$ cat src/rtl/uart_tx_cfg_if.sv
// Request side of the configurable UART transmitter: payload, per-frame config and the valid/ready pair.
// Handshake: a frame is accepted on the rising clock edge where i_valid && o_ready; payload/config are sampled on that edge only.
interface uart_tx_cfg_if #(
    parameter int DBIT_MAX = 8,
    parameter int NB_LEN   = 4
);
    logic                i_valid;
    logic [DBIT_MAX-1:0] i_data;
    logic [NB_LEN-1:0]   i_cfg_len;
    logic [1:0]          i_cfg_parity;
    logic                i_cfg_stop2;
    logic                o_ready;

    modport master (
        output i_valid, i_data, i_cfg_len, i_cfg_parity, i_cfg_stop2,
        input  o_ready
    );

    modport slave (
        input  i_valid, i_data, i_cfg_len, i_cfg_parity, i_cfg_stop2,
        output o_ready
    );
endinterface

$ cat src/rtl/uart_tx_cfg.sv
// Runtime-configurable UART transmitter (1..DBIT_MAX data bits, none/even/odd parity, 1 or 2 stop bits).
// Optional line-break generation is compiled in when UART_TX_BREAK_EN is defined.
module uart_tx_cfg #(
    parameter int DBIT_MAX = 8,
    parameter int SB_TICK  = 16,
    parameter int NB_LEN   = 4
) (
    input  logic        i_clock,
    input  logic        i_reset,
    input  logic        i_s_tick,
`ifdef UART_TX_BREAK_EN
    input  logic        i_break,
`endif
    uart_tx_cfg_if.slave bus_if,
    output logic        o_busy,
    output logic        o_tx_done_tick,
    output logic        o_tx,
    output logic [2:0]  dbg_state_o
);

    localparam int CNT_W = (SB_TICK > 2) ? $clog2(SB_TICK) : 1;

    typedef enum logic [2:0] {
        S_IDLE,
        S_START,
        S_DATA,
        S_PARITY,
        S_STOP1,
        S_STOP2
`ifdef UART_TX_BREAK_EN
        , S_BREAK,
        S_BREAK_MARK
`endif
    } state_t;

    state_t              state_q, state_d;
    logic [CNT_W-1:0]    tick_q, tick_d;
    logic [NB_LEN-1:0]   bit_q, bit_d;
    logic [NB_LEN-1:0]   len_q, len_d;
    logic [DBIT_MAX-1:0] shift_q, shift_d;
    logic                par_en_q, par_en_d;
    logic                par_bit_q, par_bit_d;
    logic                stop2_q, stop2_d;
    logic                tx_q, tx_d;
    logic                done_q, done_d;

    logic [NB_LEN-1:0]   len_eff;
    logic [DBIT_MAX-1:0] data_masked;
    logic                bit_end;
    logic                accept;
    logic                break_req;

    // Out-of-range lengths fall back to the full width; bits above len are zeroed so parity ignores them.
    always_comb begin
        len_eff = bus_if.i_cfg_len;
        if (bus_if.i_cfg_len == '0 || bus_if.i_cfg_len > NB_LEN'(DBIT_MAX))
            len_eff = NB_LEN'(DBIT_MAX);
        data_masked = '0;
        for (int i = 0; i < DBIT_MAX; i++) begin
            if (NB_LEN'(i) < len_eff)
                data_masked[i] = bus_if.i_data[i];
        end
    end

`ifdef UART_TX_BREAK_EN
    assign break_req = i_break;
`else
    assign break_req = 1'b0;
`endif

    // A pending break masks ready so the handshake never reports an accept that is not taken.
    assign bus_if.o_ready = (state_q == S_IDLE) && !break_req;
    assign accept         = bus_if.i_valid && bus_if.o_ready;
    assign bit_end        = i_s_tick && (tick_q == CNT_W'(SB_TICK - 1));

    always_comb begin
        state_d   = state_q;
        tick_d    = tick_q;
        bit_d     = bit_q;
        len_d     = len_q;
        shift_d   = shift_q;
        par_en_d  = par_en_q;
        par_bit_d = par_bit_q;
        stop2_d   = stop2_q;
        tx_d      = tx_q;
        done_d    = 1'b0;

        if (i_s_tick)
            tick_d = bit_end ? '0 : tick_q + CNT_W'(1);

        case (state_q)
            S_IDLE: begin
                tx_d   = 1'b1;
                tick_d = '0;
                bit_d  = '0;
                if (break_req) begin
`ifdef UART_TX_BREAK_EN
                    state_d = S_BREAK;
                    tx_d    = 1'b0;
`endif
                end else if (accept) begin
                    state_d   = S_START;
                    tx_d      = 1'b0;
                    shift_d   = data_masked;
                    len_d     = len_eff;
                    par_en_d  = (bus_if.i_cfg_parity == 2'b01) || (bus_if.i_cfg_parity == 2'b10);
                    par_bit_d = (^data_masked) ^ (bus_if.i_cfg_parity == 2'b10);
                    stop2_d   = bus_if.i_cfg_stop2;
                end
            end
            S_START: begin
                if (bit_end) begin
                    state_d = S_DATA;
                    tx_d    = shift_q[0];
                end
            end
            S_DATA: begin
                if (bit_end) begin
                    if (bit_q == len_q - NB_LEN'(1)) begin
                        bit_d = '0;
                        if (par_en_q) begin
                            state_d = S_PARITY;
                            tx_d    = par_bit_q;
                        end else begin
                            state_d = S_STOP1;
                            tx_d    = 1'b1;
                        end
                    end else begin
                        bit_d   = bit_q + NB_LEN'(1);
                        shift_d = shift_q >> 1;
                        tx_d    = shift_d[0];
                    end
                end
            end
            S_PARITY: begin
                if (bit_end) begin
                    state_d = S_STOP1;
                    tx_d    = 1'b1;
                end
            end
            S_STOP1: begin
                tx_d = 1'b1;
                if (bit_end) begin
                    if (stop2_q) begin
                        state_d = S_STOP2;
                    end else begin
                        state_d = S_IDLE;
                        done_d  = 1'b1;
                    end
                end
            end
            S_STOP2: begin
                tx_d = 1'b1;
                if (bit_end) begin
                    state_d = S_IDLE;
                    done_d  = 1'b1;
                end
            end
`ifdef UART_TX_BREAK_EN
            S_BREAK: begin
                tick_d = '0;
                tx_d   = 1'b0;
                if (!i_break) begin
                    state_d = S_BREAK_MARK;
                    tx_d    = 1'b1;
                end
            end
            S_BREAK_MARK: begin
                tx_d = 1'b1;
                if (bit_end)
                    state_d = S_IDLE;
            end
`endif
            default: begin
                state_d = S_IDLE;
                tx_d    = 1'b1;
            end
        endcase
    end

    always_ff @(posedge i_clock) begin
        if (i_reset) begin
            state_q   <= S_IDLE;
            tick_q    <= '0;
            bit_q     <= '0;
            len_q     <= '0;
            shift_q   <= '0;
            par_en_q  <= 1'b0;
            par_bit_q <= 1'b0;
            stop2_q   <= 1'b0;
            tx_q      <= 1'b1;
            done_q    <= 1'b0;
        end else begin
            state_q   <= state_d;
            tick_q    <= tick_d;
            bit_q     <= bit_d;
            len_q     <= len_d;
            shift_q   <= shift_d;
            par_en_q  <= par_en_d;
            par_bit_q <= par_bit_d;
            stop2_q   <= stop2_d;
            tx_q      <= tx_d;
            done_q    <= done_d;
        end
    end

    assign o_tx           = tx_q;
    assign o_tx_done_tick = done_q;
    assign o_busy         = (state_q != S_IDLE);
    assign dbg_state_o    = state_q;

endmodule

$ cat src/flat_wrapper.sv
// flat-port wrapper written by rule: the top's interface ports become plain ports
module uart_tx_cfg_flat 
#(
    parameter int DBIT_MAX = 8,
    parameter int SB_TICK  = 16,
    parameter int NB_LEN   = 4
)
  (i_clock, i_reset, i_s_tick, o_busy, o_tx_done_tick, o_tx, dbg_state_o, bus_if_i_valid, bus_if_i_data, bus_if_i_cfg_len, bus_if_i_cfg_parity, bus_if_i_cfg_stop2, bus_if_o_ready);
  uart_tx_cfg_if #(.DBIT_MAX(DBIT_MAX), .NB_LEN(NB_LEN)) bus_if_i ();
  input  logic i_clock;
  input  logic i_reset;
  input  logic i_s_tick;
  output logic o_busy;
  output logic o_tx_done_tick;
  output logic o_tx;
  output logic [2:0] dbg_state_o;
  input wire logic [$bits(bus_if_i.i_valid)-1:0] bus_if_i_valid;
  input wire logic [$bits(bus_if_i.i_data)-1:0] bus_if_i_data;
  input wire logic [$bits(bus_if_i.i_cfg_len)-1:0] bus_if_i_cfg_len;
  input wire logic [$bits(bus_if_i.i_cfg_parity)-1:0] bus_if_i_cfg_parity;
  input wire logic [$bits(bus_if_i.i_cfg_stop2)-1:0] bus_if_i_cfg_stop2;
  output wire logic [$bits(bus_if_i.o_ready)-1:0] bus_if_o_ready;
  assign bus_if_i.i_valid = bus_if_i_valid;
  assign bus_if_i.i_data = bus_if_i_data;
  assign bus_if_i.i_cfg_len = bus_if_i_cfg_len;
  assign bus_if_i.i_cfg_parity = bus_if_i_cfg_parity;
  assign bus_if_i.i_cfg_stop2 = bus_if_i_cfg_stop2;
  assign bus_if_o_ready = bus_if_i.o_ready;
  uart_tx_cfg #(.DBIT_MAX(DBIT_MAX), .SB_TICK(SB_TICK), .NB_LEN(NB_LEN)) u_core (.i_clock(i_clock), .i_reset(i_reset), .i_s_tick(i_s_tick), .bus_if(bus_if_i), .o_busy(o_busy), .o_tx_done_tick(o_tx_done_tick), .o_tx(o_tx), .dbg_state_o(dbg_state_o));
endmodule
$ cat config.mk
export PLATFORM = sky130hd
export DESIGN_NAME = uart_tx_cfg_flat
export DESIGN_NICKNAME = d
export VERILOG_FILES = /design/src/rtl/uart_tx_cfg_if.sv /design/src/rtl/uart_tx_cfg.sv /design/src/flat_wrapper.sv
export SDC_FILE = /design/constraint.sdc
export NUM_CORES = 1
export LEC_CHECK = 0
export ABC_AREA = 1
export CORE_MARGIN = 2
export CORE_UTILIZATION = 30
export DETAILED_ROUTE_END_ITERATION = 7
export PLACE_DENSITY_LB_ADDON = 0.1
export SYNTH_ARGS = -nofsm -noshare
export SYNTH_HDL_FRONTEND = slang
export SYNTH_SLANG_ARGS = --single-unit
$ cat constraint.sdc
create_clock -name i_clock -period 4.9 [get_ports i_clock]
set_clock_uncertainty 0.15 [all_clocks]
set_input_delay 0.49 -clock i_clock [delete_from_list [all_inputs] [get_ports i_clock]]
set_output_delay 0.49 -clock i_clock [all_outputs]
set_load 0.01 [all_outputs]
---- Word level (Yosys, flattened, before mapping) ----
Index checks and enable logic that the tools add are counted.
cells by class
  add/subtract/negate cells ............... 3
  order comparisons ....................... 9
  equality and inequality tests ........... 17
  multiplexer cells ....................... 38
  bitwise logic cells ..................... 1
  reduce and logical (&&, ||, !) cells .... 15
operators with widths
  operator                                              count
  2-to-1 mux 3 bit                                      9
  2-to-1 mux 8 bit                                      3
  case mux 3 bit (6 select lines)                       1
  2-to-1 mux 1 bit                                      17
  < comparator 3 x 4 -> 1 bit (first input constant)    4
  2-to-1 mux 4 bit                                      4
  case mux 8 bit (2 select lines)                       1
  != test 2 x 1 -> 1 bit (second input constant)        6
  adder 4 x 1 -> 4 bit (second input constant)          2
  < comparator 1 x 4 -> 1 bit (first input constant)    2
  < comparator 2 x 4 -> 1 bit (first input constant)    2
  case mux 4 bit (2 select lines)                       1
  parity 8 bit                                          1
  AND reduction 7 bit                                   1
  equality test 3 x 2 -> 1 bit (second input constant)  2
  equality test 3 bit (second input constant)           2
  equality test 4 bit                                   1
  equality test 4 bit (second input constant)           1
  > comparator 4 bit (second input constant)            1
  logical NOT 4 bit                                     1
  != test 2 bit (second input constant)                 2
  case mux 1 bit (4 select lines)                       1
  AND reduction 2 bit                                   2
  AND reduction 4 bit                                   1
  other kinds (13)                                      15
storage, ports and cells
  register bits ........................... 28
  bits of input ports ..................... 19
  output and inout bits ................... 7
  logic and storage cells ................. 93

---- Longest topological paths before layout ----
  word-level depth ........................ 7
  depth in mapped cells ................... 13

---- Worst setup path before layout ----
OpenSTA, ideal clock, no wires.
  path kind ............................... register to register
  start ................................... reg u_core.len_q[0]
  end ..................................... reg u_core.tx_q (netlist: u_core.o_tx)
  setup time .............................. 0.058 ns
  arrival ................................. 1.467 ns
  required time ........................... 4.692 ns
  path slack .............................. 3.225 ns
  cell stages (with the launch flop) ...... 11
  buffers on the path ..................... 0
  period minus slack after synthesis ...... 1.675 ns
  cells stage by stage .................... dfxtp_1 > inv_1 > ha_1 > xnor2_1 > a21oi_1 > nand3_1 > nor2_2 > o21ai_0 > nand3_1 > nand2_1 > nand2_1
on the way
  longest elaborated chain between the ends .. 5
RTL lines
  what                             line                RTL
  start: declaration               uart_tx_cfg.sv:39   logic [NB_LEN-1:0] len_q, len_d;
  start signal: assignment         uart_tx_cfg.sv:197  len_q <= len_d;
  subtractor 4 x 1 -> 4 bit        uart_tx_cfg.sv:119  if (bit_q == len_q - NB_LEN'(1)) begin
  equality test 4 bit              uart_tx_cfg.sv:119
  2-to-1 mux 1 bit                 uart_tx_cfg.sv:119
  2-to-1 mux 1 bit                 uart_tx_cfg.sv:118  if (bit_end) begin
  case mux 1 bit (4 select lines)  uart_tx_cfg.sv:91   case (state_q)
  end signal: assignment           uart_tx_cfg.sv:202  tx_q <= tx_d;
  end: declaration                 uart_tx_cfg.sv:44   logic tx_q, tx_d;
No other way between the ends. The select of a mux whose other input is x is not followed.
A chain may end at the register's enable or synchronous reset.

---- Worst setup path in the final report ----
  start ................................... reg u_core.state_q[0] (netlist: u_core.dbg_state_o[0])
  end ..................................... out bus_if_o_ready
on the way
  longest elaborated chain between the ends .. 1
RTL lines
  what                      line                RTL
  start: declaration        uart_tx_cfg.sv:36   state_t state_q, state_d;
  start signal: assignment  uart_tx_cfg.sv:194  state_q <= state_d;
  logical NOT 3 bit         uart_tx_cfg.sv:72   assign bus_if.o_ready = (state_q == S_IDLE) && !break_req;
  end: declaration          flat_wrapper.sv:22  output wire logic [$bits(bus_if_i.o_ready)-1:0] bus_if_o_ready;
No other way between the ends.

==> impl_metrics.py <==
metrics = {
    "clock_tree": {
        "htreeDepth": 1,
        "tritoncts": "built",
        "clk_path_buf_depth": 2,
        "numCtsBuffers": 3,
        "cts.repair.resized": 0,
        "clk_latency_ns": 0.28,
        "cts_num_sinks": 28,
        "post_cts_buffers": 0,
        "cts_hold_buf": 0,
        "clk_pin_slew_worst_paths_ns": 0.10,
        "cts-root-buf": "clkbuf_8",
    },
    "route": {
        "drt_first_pass_iters": 4,
        "drtIter0Drc": 53,
        "vias": 1635,
        "drt-total-wl_um": 4040,
        "wl_per_cell_um": 11.3,
        "drc": 0,
        "ant_nets": 0,
        "vias_per_cell": 4.59,
    },
    "setup_path": {
        "startpoint_type": "flip-flop",
        "cp.required_ns": 4.26,
        "worstPathCellList": "nor2_2, nand2_2, inv_2, clkdlybuf4s50_1",
        "crit_slowest_cell": "clkdlybuf4s50_1",
        "crit_fanout": 7,
        "max_stage_delay_ns": 0.54,
        "critPathCaptureType": "output pin",
        "path_class": "reg -> out",
        "cp.arrival_ns": 1.63,
    },
    "grt": {
        "grt_usage_pct": 14.1,
        "overflow": 0,
        "grt_pass1_wl_um": 6820,
        "antenna_found_initial": 0,
        "grt_max_degree": 20,
        "grt_pass1_vias": 1482,
    },
    "die": {
        "io_pins": 26,
        "coreArea_um2": 5440,
        "die_x_um": 78.4,
        "die_area_um2": 6150,
        "initial_utilization_pct": 30.5,
        "num_rows": 27,
        "dieHeight_um": 78.4,
    },
    "logic_synthesis": {
        "ys_types": 26,
        "synth.area.top_cells": "dfxtp_1 34%, nand2_1 13%, nand3_1 8.1%",
        "syn_area_per_cell_um2": 6.46,
        "syn_area_um2": 1660,
        "yosys.area.top_type": "dfxtp_1",
        "muxShareOfSynthArea_pct": 0.603,
        "synth_fa_ha_area_share_pct": 3.01,
        "synth-xor-area-share_pct": 3.17,
        "synth_top_area_share_pct": 33.8,
        "synthSimpleGateAreaFrac_pct": 36.0,
        "ys_ff_latch": 28,
        "synth_top_family_by_area": "simple AND/OR/NAND/NOR gates",
        "netlist_instances": 257,
        "synth-compound-area-share_pct": 15.0,
        "synth_nets": 280,
        "yosysWarnings": 0,
        "synth-seq-area-share_pct": 33.8,
    },
    "placement": {
        "dp_hpwl_um": 3200,
        "place.gp.congestion": 0.814,
        "port_buffers": 25,
    },
    "flow_run": {
        "drv_cap": 0,
    },
    "timing": {
        "finalSetupTns_ns": 0,
        "rsz0062_at_grt": "false",
        "hold_violations": 0,
        "post-route-min-period_ns": 2.27,
        "timing.hold.ws_ns": 0.333,
        "slew_headroom_pct": 66.4,
        "maxSlewViolCount": 0,
        "setup_viol": 0,
        "worst_slew_pin_slew_ns": 0.504,
        "min_period_over_period_pct": 46.3,
        "timing.fmax_mhz": 441,
    },
    "power_and_ir_drop": {
        "p_leak_nw": 0.903,
        "powerDensity_nw_per_um2": 462,
        "vdd_drop_max_uv": 209,
    },
    "final_layout": {
        "final_nets": 308,
        "final_cell_mix": "58 x nand2_1, 33 x nor2_1, 30 x inv_1",
        "area_growth_pct": 23.3,
        "final_common_cell": "nand2_1",
        "n_antenna_cell": 0,
        "fillerInstances": 596,
        "drive_gt1_share_pct": 6.69,
    },
    "min_path": {
        "hp-class": "reg -> reg",
    },
    "run_status": {
        "status": "finished, final reports clean",
    },
}
-- sequential cells by signal, summed over array words and instances (netlist names) --
name / count
u_core.o_tx: 1
u_core.len_q: 4
u_core.shift_q: 8
u_core.tick_q: 4
u_core.dbg_state_o: 3
u_core.par_bit_q: 1
u_core.stop2_q: 1
u_core.par_en_q: 1
u_core.o_tx_done_tick: 1
u_core.bit_q: 4
-- report_power, final --
group	switching (mW)	leakage (nW)	internal, mW
Combinational	0.278	0.645	0.187
Clock	0.0733	0.0288	0.0720
Sequential	0.0473	0.230	0.289
Total	0.398	0.903	0.548
-- critical path, delay by kind of cell, from the launching register on --
kind | cells | cell delay (ns)
flip-flops | 1 | 0.40
AND/OR/NAND/NOR | 2 | 0.30
buffers and inverters | 2 | 0.65
-- final timing paths --
path,startpoint,to,slack (ns),depth (start not counted)
worst max-delay path,u_core.dbg_state_o[0],bus_if_o_ready,2.63,4
worst min-delay path,u_core.shift_q[7],u_core.shift_q[7],0.33,2
worst max register to register,u_core.len_q[0],u_core.shift_q[0],2.88,8
worst min register to register,u_core.shift_q[7],u_core.shift_q[7],0.33,2
-- routing by layer --
layer  vias to the layer above  GRT usage, %  routed length, um
met5                         -             0                  0
met3                         4          2.76                 83
met1                       725          19.2               2100
met4                         0          3.68                 34
met2                        12          22.8               1820
li1                        894             -                  -
-- metrics by stage --
| step | area (um^2) | std cells | util, % | power, mW | setup slack, ns |
|---|---|---|---|---|---|
| 3_5_place_dp | 1990 | 352 | 36.6 | 0.811 | 2.49 |
| 3_3_place_gp | 1990 | 352 | 36.6 | 0.813 | 2.48 |
| 4_1_cts | 2050 | 356 | 37.6 | 0.963 | 2.60 |
| 5_1_grt | 2050 | 356 | 37.6 | 1.05 | 2.50 |
| 2_1_floorplan | 1660 | 257 | - | 0.670 | 3.23 |
| 6_report | 2050 | 356 | 37.6 | 0.946 | 2.63 |
-- cell type report --
type / instances / area [um^2] / share of cell area (%)
multi-input combinational: 192 / 960 / 46.9
tap: 72 / 90.1 / 4.40
inverter: 35 / 131 / 6.42
clock buffer: 4 / 55.1 / 2.69
sequential: 28 / 561 / 27.4
timing repair buffer: 25 / 250 / 12.2
-- synth_stat cells --
master / count
nand3b_1: 1
nor2_1: 33
a21oi_1: 15
and3_1: 1
a21oi_4: 1
nor2_2: 3
a2111oi_0: 1
nand2_2: 2
xor2_1: 2
mux2i_1: 1
ha_1: 4
xnor2_1: 4
nand2_1: 58
o21ai_2: 1
dfxtp_1: 28
nand4_1: 2
buf_2: 1
o21ai_0: 25
a21boi_0: 1
clkbuf_1: 1
inv_2: 5
nor3_1: 6
o21a_1: 1
nor2_4: 3
nand3_1: 27
inv_1: 30
-- kinds of logic after synthesis --
kind of cell             count (synthesis)
adder cells (fa/ha/maj)                  4
multiplexers                             1
AO/OA/AOI/OAI                           45
AND/OR/NAND/NOR                        136
flip-flops                              28
XOR/XNOR                                 6
buffers and inverters                   37
Power figures use the tool's default switching activity.
==> variant 1, RTL diff (same settings) <==
`SB_TICK` is set to 16 in 2 places; all go to 32.
--- a/src/rtl/uart_tx_cfg.sv
+++ b/src/rtl/uart_tx_cfg.sv
@@ -2,7 +2,7 @@
 // Optional line-break generation is compiled in when UART_TX_BREAK_EN is defined.
 module uart_tx_cfg #(
     parameter int DBIT_MAX = 8,
-    parameter int SB_TICK  = 16,
+    parameter int SB_TICK  = 32,
     parameter int NB_LEN   = 4
 ) (
     input  logic        i_clock,
--- a/src/flat_wrapper.sv
+++ b/src/flat_wrapper.sv
@@ -2,7 +2,7 @@
 module uart_tx_cfg_flat 
 #(
     parameter int DBIT_MAX = 8,
-    parameter int SB_TICK  = 16,
+    parameter int SB_TICK  = 32,
     parameter int NB_LEN   = 4
 )
   (i_clock, i_reset, i_s_tick, o_busy, o_tx_done_tick, o_tx, dbg_state_o, bus_if_i_valid, bus_if_i_data, bus_if_i_cfg_len, bus_if_i_cfg_parity, bus_if_i_cfg_stop2, bus_if_o_ready);
Check against the original RTL: no difference found for any inputs over 10 cycles, from zero or initial values and one cycle with i_reset high; that may be too few to reach the edited logic, so the function may still have changed.
==> variant 1 against the unedited design <==
  * Synthesized area rose by 6.4%
  * Worst setup slack got worse by 0.063 ns
  * Routed wire length rose by 2.2%
  * Global-route usage rose by 0.21 points
  * Sequential cell count rose by 1
  * Via count rose by 2.8%
  * Power rose by 11%
  * Final cell count rose by 3.1%
  * Design area rose by 6.7%
  * Hold slack got worse by 0.0099 ns
  * Register-to-register slack got worse by 0.02 ns
  * Synthesized cell count rose by 2.7%
  * Highest routed layer unchanged
==> variant 1: results (changes against the unedited design) <==
Power and ir drop
  • Worst VDD drop: 0.201 mV (-3.6%)
  • Clk pwr share: 18.4% (+3.0 points)
  • Cell-internal power: 0.605 mW (+10%)
  • Leakage: 0.996 nW (+10%)
  • Logic pwr share: 48.3% (-0.8 points)

CTS
  • Clock-pin slew on the worst setup and hold paths: 0.07 ns (-0.03 ns)
  • H-tree depth: 2 (+1)
  • CTS buffer count: 5 (+2)

Timing
  • Worst-Margin Slew: 0.496 ns (-0.00749 ns)
  • Max Clock Freq: 0.429 GHz (-2.7%)

Min path
  • WHS Endpoint: u_core.tick_q[4]$_SDFFE_PP0P_
  • Worst Min Path Start: u_core.tick_q[4]$_SDFFE_PP0P_

Global route
  • Global routing usage on met2: 22.9% (+0.16 points)
  • Vias in the first global route: 1595 (+7.6%)
  • Most crowded layer after global routing: met2
  • Gr usage total: 14.3% (+0.21 points)
  • Pin count of the biggest net entering global routing: 19 (-5.0%)
  • GR Util met1: 18.7% (-0.49 points)
  • First-pass GRT wire length: 7170 µm (+5.2%)
  • Global routing usage on met3: 3.56% (+0.80 points)
  • Initial antenna violation count: 0 (unchanged)

Synth
  • Post-Synth XOR/XNOR Area: 3.97% (+0.80 points)
  • Most used DFF post-synth: dfxtp_1
  • Main area contributors after synthesis: dfxtp_1 (33%), nand2_1 (14%), nand3_1 (6.8%), inv_1 (6.8%), nor2_1 (6.8%)
  • Register area share after synthesis: 32.9% (-0.90 points)
  • Syn Nets: 288 (+2.9%)
  • Adder-cell area share of the yosys netlist: 3.54% (+0.53 points)
  • Synth unique cells: 32 (+23%)
  • Proportion of synthesized area in mux cells: 0% (-0.60 points)
  • Compound-Gate Fraction of Synth Area: 12.1% (-2.9 points)
  • Synth cell count leaders: nand2_1 (66), inv_1 (32), nor2_1 (32)

Critical path
  • Worst Path Max Fanout: 6 (-1)
  • Crit Reg-Reg Endpoint: u_core.bit_q[3]$_SDFFE_PP0P_
  • CP Data Arrival Time: 1.69 ns (+0.06 ns)
  • R2r startpoint: u_core.tick_q[0]$_SDFFE_PP0P_
  • Worst setup path end: bus_if_o_ready
  • Max incr delay on CP: 0.58 ns (+0.04 ns)
  • Flop2flop setup slack: 2.86 ns (-0.02 ns)
  • Worst R2R Path Depth: 10 (+2)

Placed design
  • Routability cong.: 0.770 (-5.4%)
  • Setup Slack @ Placement: 2.58 ns (+0.0895 ns)
  • Hpwl dp: 3300 µm (+3.0%)

Layout
  • Share of layout cells above drive strength 1: 9.83% (+3.1 points)
  • Nets: 318 (+3.2%)

Routing
  • WL final: 4120 µm (+2.2%)
  • Total number of vias: 1680 (+2.8%)
  • Met1 wire length: 2040 µm (-2.6%)
  • Initial DRC count: 50 (-5.7%)
  • Met2 routed WL: 1890 µm (+4.0%)
  • Routed wl met3: 132 µm (+59%)

Run status
  • Status: completed
## variant 1: changes by cell type after synthesis, moves of 2 or more
cell,delta
o21ai_0,-11
nand2_1,+8
nor3_1,-5
nand3b_1,+4
a21oi_1,-3
nand3_1,-3
xor2_1,+3
a211oi_1,+2
inv_1,+2
inv_4,+2
nand2_4,+2
nand4_1,+2
## variant 1: worst min-delay path, cell delays in order (launching register included)
cell     delay [ns]
dfxtp_1        0.31
nand2_1        0.06
a21oi_1        0.05
## variant 1: area by class of cell
cell class	count	area, µm²
fillers	650	3420
multi-input cells	193	1020
flip-flops and latches	29	581
repair buffers	25	250
inverters	40	155
well taps	72	90.1
clock buffers	5	68.8
clock inverters	3	17.5
## variant 1: per-stage QoR
step	cells	power, mW	cell area, µm²	util (%)	hold WS, ns
after floorplan	264	0.726	1770	-	0.292
after global placement	359	0.872	2100	37.4	0.310
after detailed placement	359	0.870	2100	37.4	0.314
after CTS	367	1.07	2180	39.0	0.323
after global routing	367	1.16	2180	39.0	0.341
final	367	1.05	2180	39.0	0.323
==> variant 2, RTL diff (same flow settings) <==
Made on the original files. Reset style: asynchronous (`i_reset`), changed in one clocked block.
--- a/src/rtl/uart_tx_cfg.sv
+++ b/src/rtl/uart_tx_cfg.sv
@@ -178,7 +178,7 @@
         endcase
     end
 
-    always_ff @(posedge i_clock) begin
+    always_ff @(posedge i_clock or posedge i_reset) begin
         if (i_reset) begin
             state_q   <= S_IDLE;
             tick_q    <= '0;
Behaviour: differs if i_reset is asserted again (counterexample within 4 cycles, from zero or initial values and one cycle with i_reset high); with i_reset held inactive, the same outputs for 10 cycles.
==> variant 2 against the unedited design <==
  * Routed wire length is 1.4% lower
  * Global-route usage is 0.37 points lower
  * Design area is 6.2% higher
  * Power is 20% higher
  * Sequential cell count stayed put
  * Synthesized area is 7.3% higher
  * Worst setup slack worse by 0.089 ns
  * Sequential share of layout area is 4.9 points higher
  * Critical path type unchanged
  * Largest power group unchanged
==> variant 2: results (changes against the unedited design) <==
Run status
  • Status: completed

Synth
  • Synth unique cells: 31 (+19%)
  • Adder-cell area share of the yosys netlist: 2.81% (-0.21 points)
  • Proportion of synthesized area in mux cells: 0% (-0.60 points)
  • Syn Nets: 272 (-2.9%)
  • Main area contributors after synthesis: dfrtp_1 (38%), nand2_1 (17%), nand3_1 (6.5%), inv_1 (5.9%), o21ai_0 (4.8%)
  • Ys async rst share: 100% (+100 points)
  • Compound-Gate Fraction of Synth Area: 8.15% (-6.9 points)
  • Synth cell count leaders: nand2_1 (82), inv_1 (28), dfrtp_1 (27)

Routing
  • Via density: 4.55 (-1.0%)
  • WL final: 3980 µm (-1.4%)
  • Routed wl met3: 140 µm (+69%)
  • Met2 routed WL: 1880 µm (+3.5%)

Layout
  • Nets: 302 (-1.9%)
  • Bufs w/o clock: 26 (+4.0%)
  • Inverters: 37 (+5.7%)
  • Signal buf overhead: 11.9% (-0.37 points)
  • Share of layout cells above drive strength 1: 9.71% (+3.0 points)
  • FILL cells: 644 (+8.1%)
  • #MultiIn Comb: 183 (-4.7%)
  • Max reg flops: 8 (unchanged)
  • Multi-input combinational area share: 42.6% (-4.3 points)
  • Sequential cell area share: 32.3% (+4.9 points)

Global route
  • First-pass GRT wire length: 6960 µm (+2.0%)
  • Gr usage total: 13.7% (-0.37 points)
  • Pin count of the biggest net entering global routing: 29 (+45%)
  • GR Util met1: 17.0% (-2.3 points)
  • Global routing usage on met2: 24.2% (+1.5 points)
  • Global routing usage on met3: 2.22% (-0.54 points)

Critical path
  • Flop2flop setup slack: 3.01 ns (+0.13 ns)
  • Worst Path Max Fanout: 8 (+1)
  • R2r startpoint: u_core.len_q[0]$_DFFE_PP0P_
  • Max incr delay on CP: 0.49 ns (-0.05 ns)
  • CP Data Arrival Time: 1.72 ns (+0.09 ns)
  • Critical-path top delay cell: dfrtp_1

Min path
  • WHS Endpoint: u_core.shift_q[0]$_DFFE_PP0P_
  • Path type of the worst min-delay path: register to register
  • Worst Min Path Start: u_core.shift_q[0]$_DFFE_PP0P_

Power and ir drop
  • Cell-internal power: 0.635 mW (+16%)
  • Worst VDD drop: 0.192 mV (-7.8%)
  • Logic pwr share: 52.5% (+3.4 points)
  • P_clk: 0.130 mW (-10%)
  • Leakage: 1.09 nW (+21%)

Placed design
  • Placement Cell Area: 2130 µm² (+6.8%)
  • Hpwl dp: 3140 µm (-2.1%)

CTS
  • Clock-pin slew on the worst setup and hold paths: 0.10 ns (about the same)
variant 2: how the worst max path moves through the flow:
stage                                          endpoint  slack [ns]  cells past startpoint
after floorplan           u_core.shift_q[3]$_DFFE_PP0P_        3.20                     12
after global placement     u_core.par_bit_q$_DFFE_PP0P_        2.58                     14
after detailed placement   u_core.par_bit_q$_DFFE_PP0P_        2.57                     14
after CTS                                        o_busy        2.52                      5
after global routing                             o_busy        2.42                      5
final                                            o_busy        2.54                      5
variant 2: through the flow:
| step | total power [mW] | std cells | worst slack, ns | hold WS, ns | util (%) |
|---|---|---|---|---|---|
| 3_5_place_dp | 1.02 | 349 | 2.57 | 0.318 | 36.6 |
| 6_report | 1.13 | 353 | 2.54 | 0.337 | 37.4 |
| 5_1_grt | 1.26 | 353 | 2.42 | 0.359 | 37.4 |
| 3_3_place_gp | 1.02 | 349 | 2.58 | 0.322 | 36.6 |
| 4_1_cts | 1.15 | 353 | 2.52 | 0.343 | 37.4 |
| 2_1_floorplan | 0.844 | 249 | 3.20 | 0.294 | - |
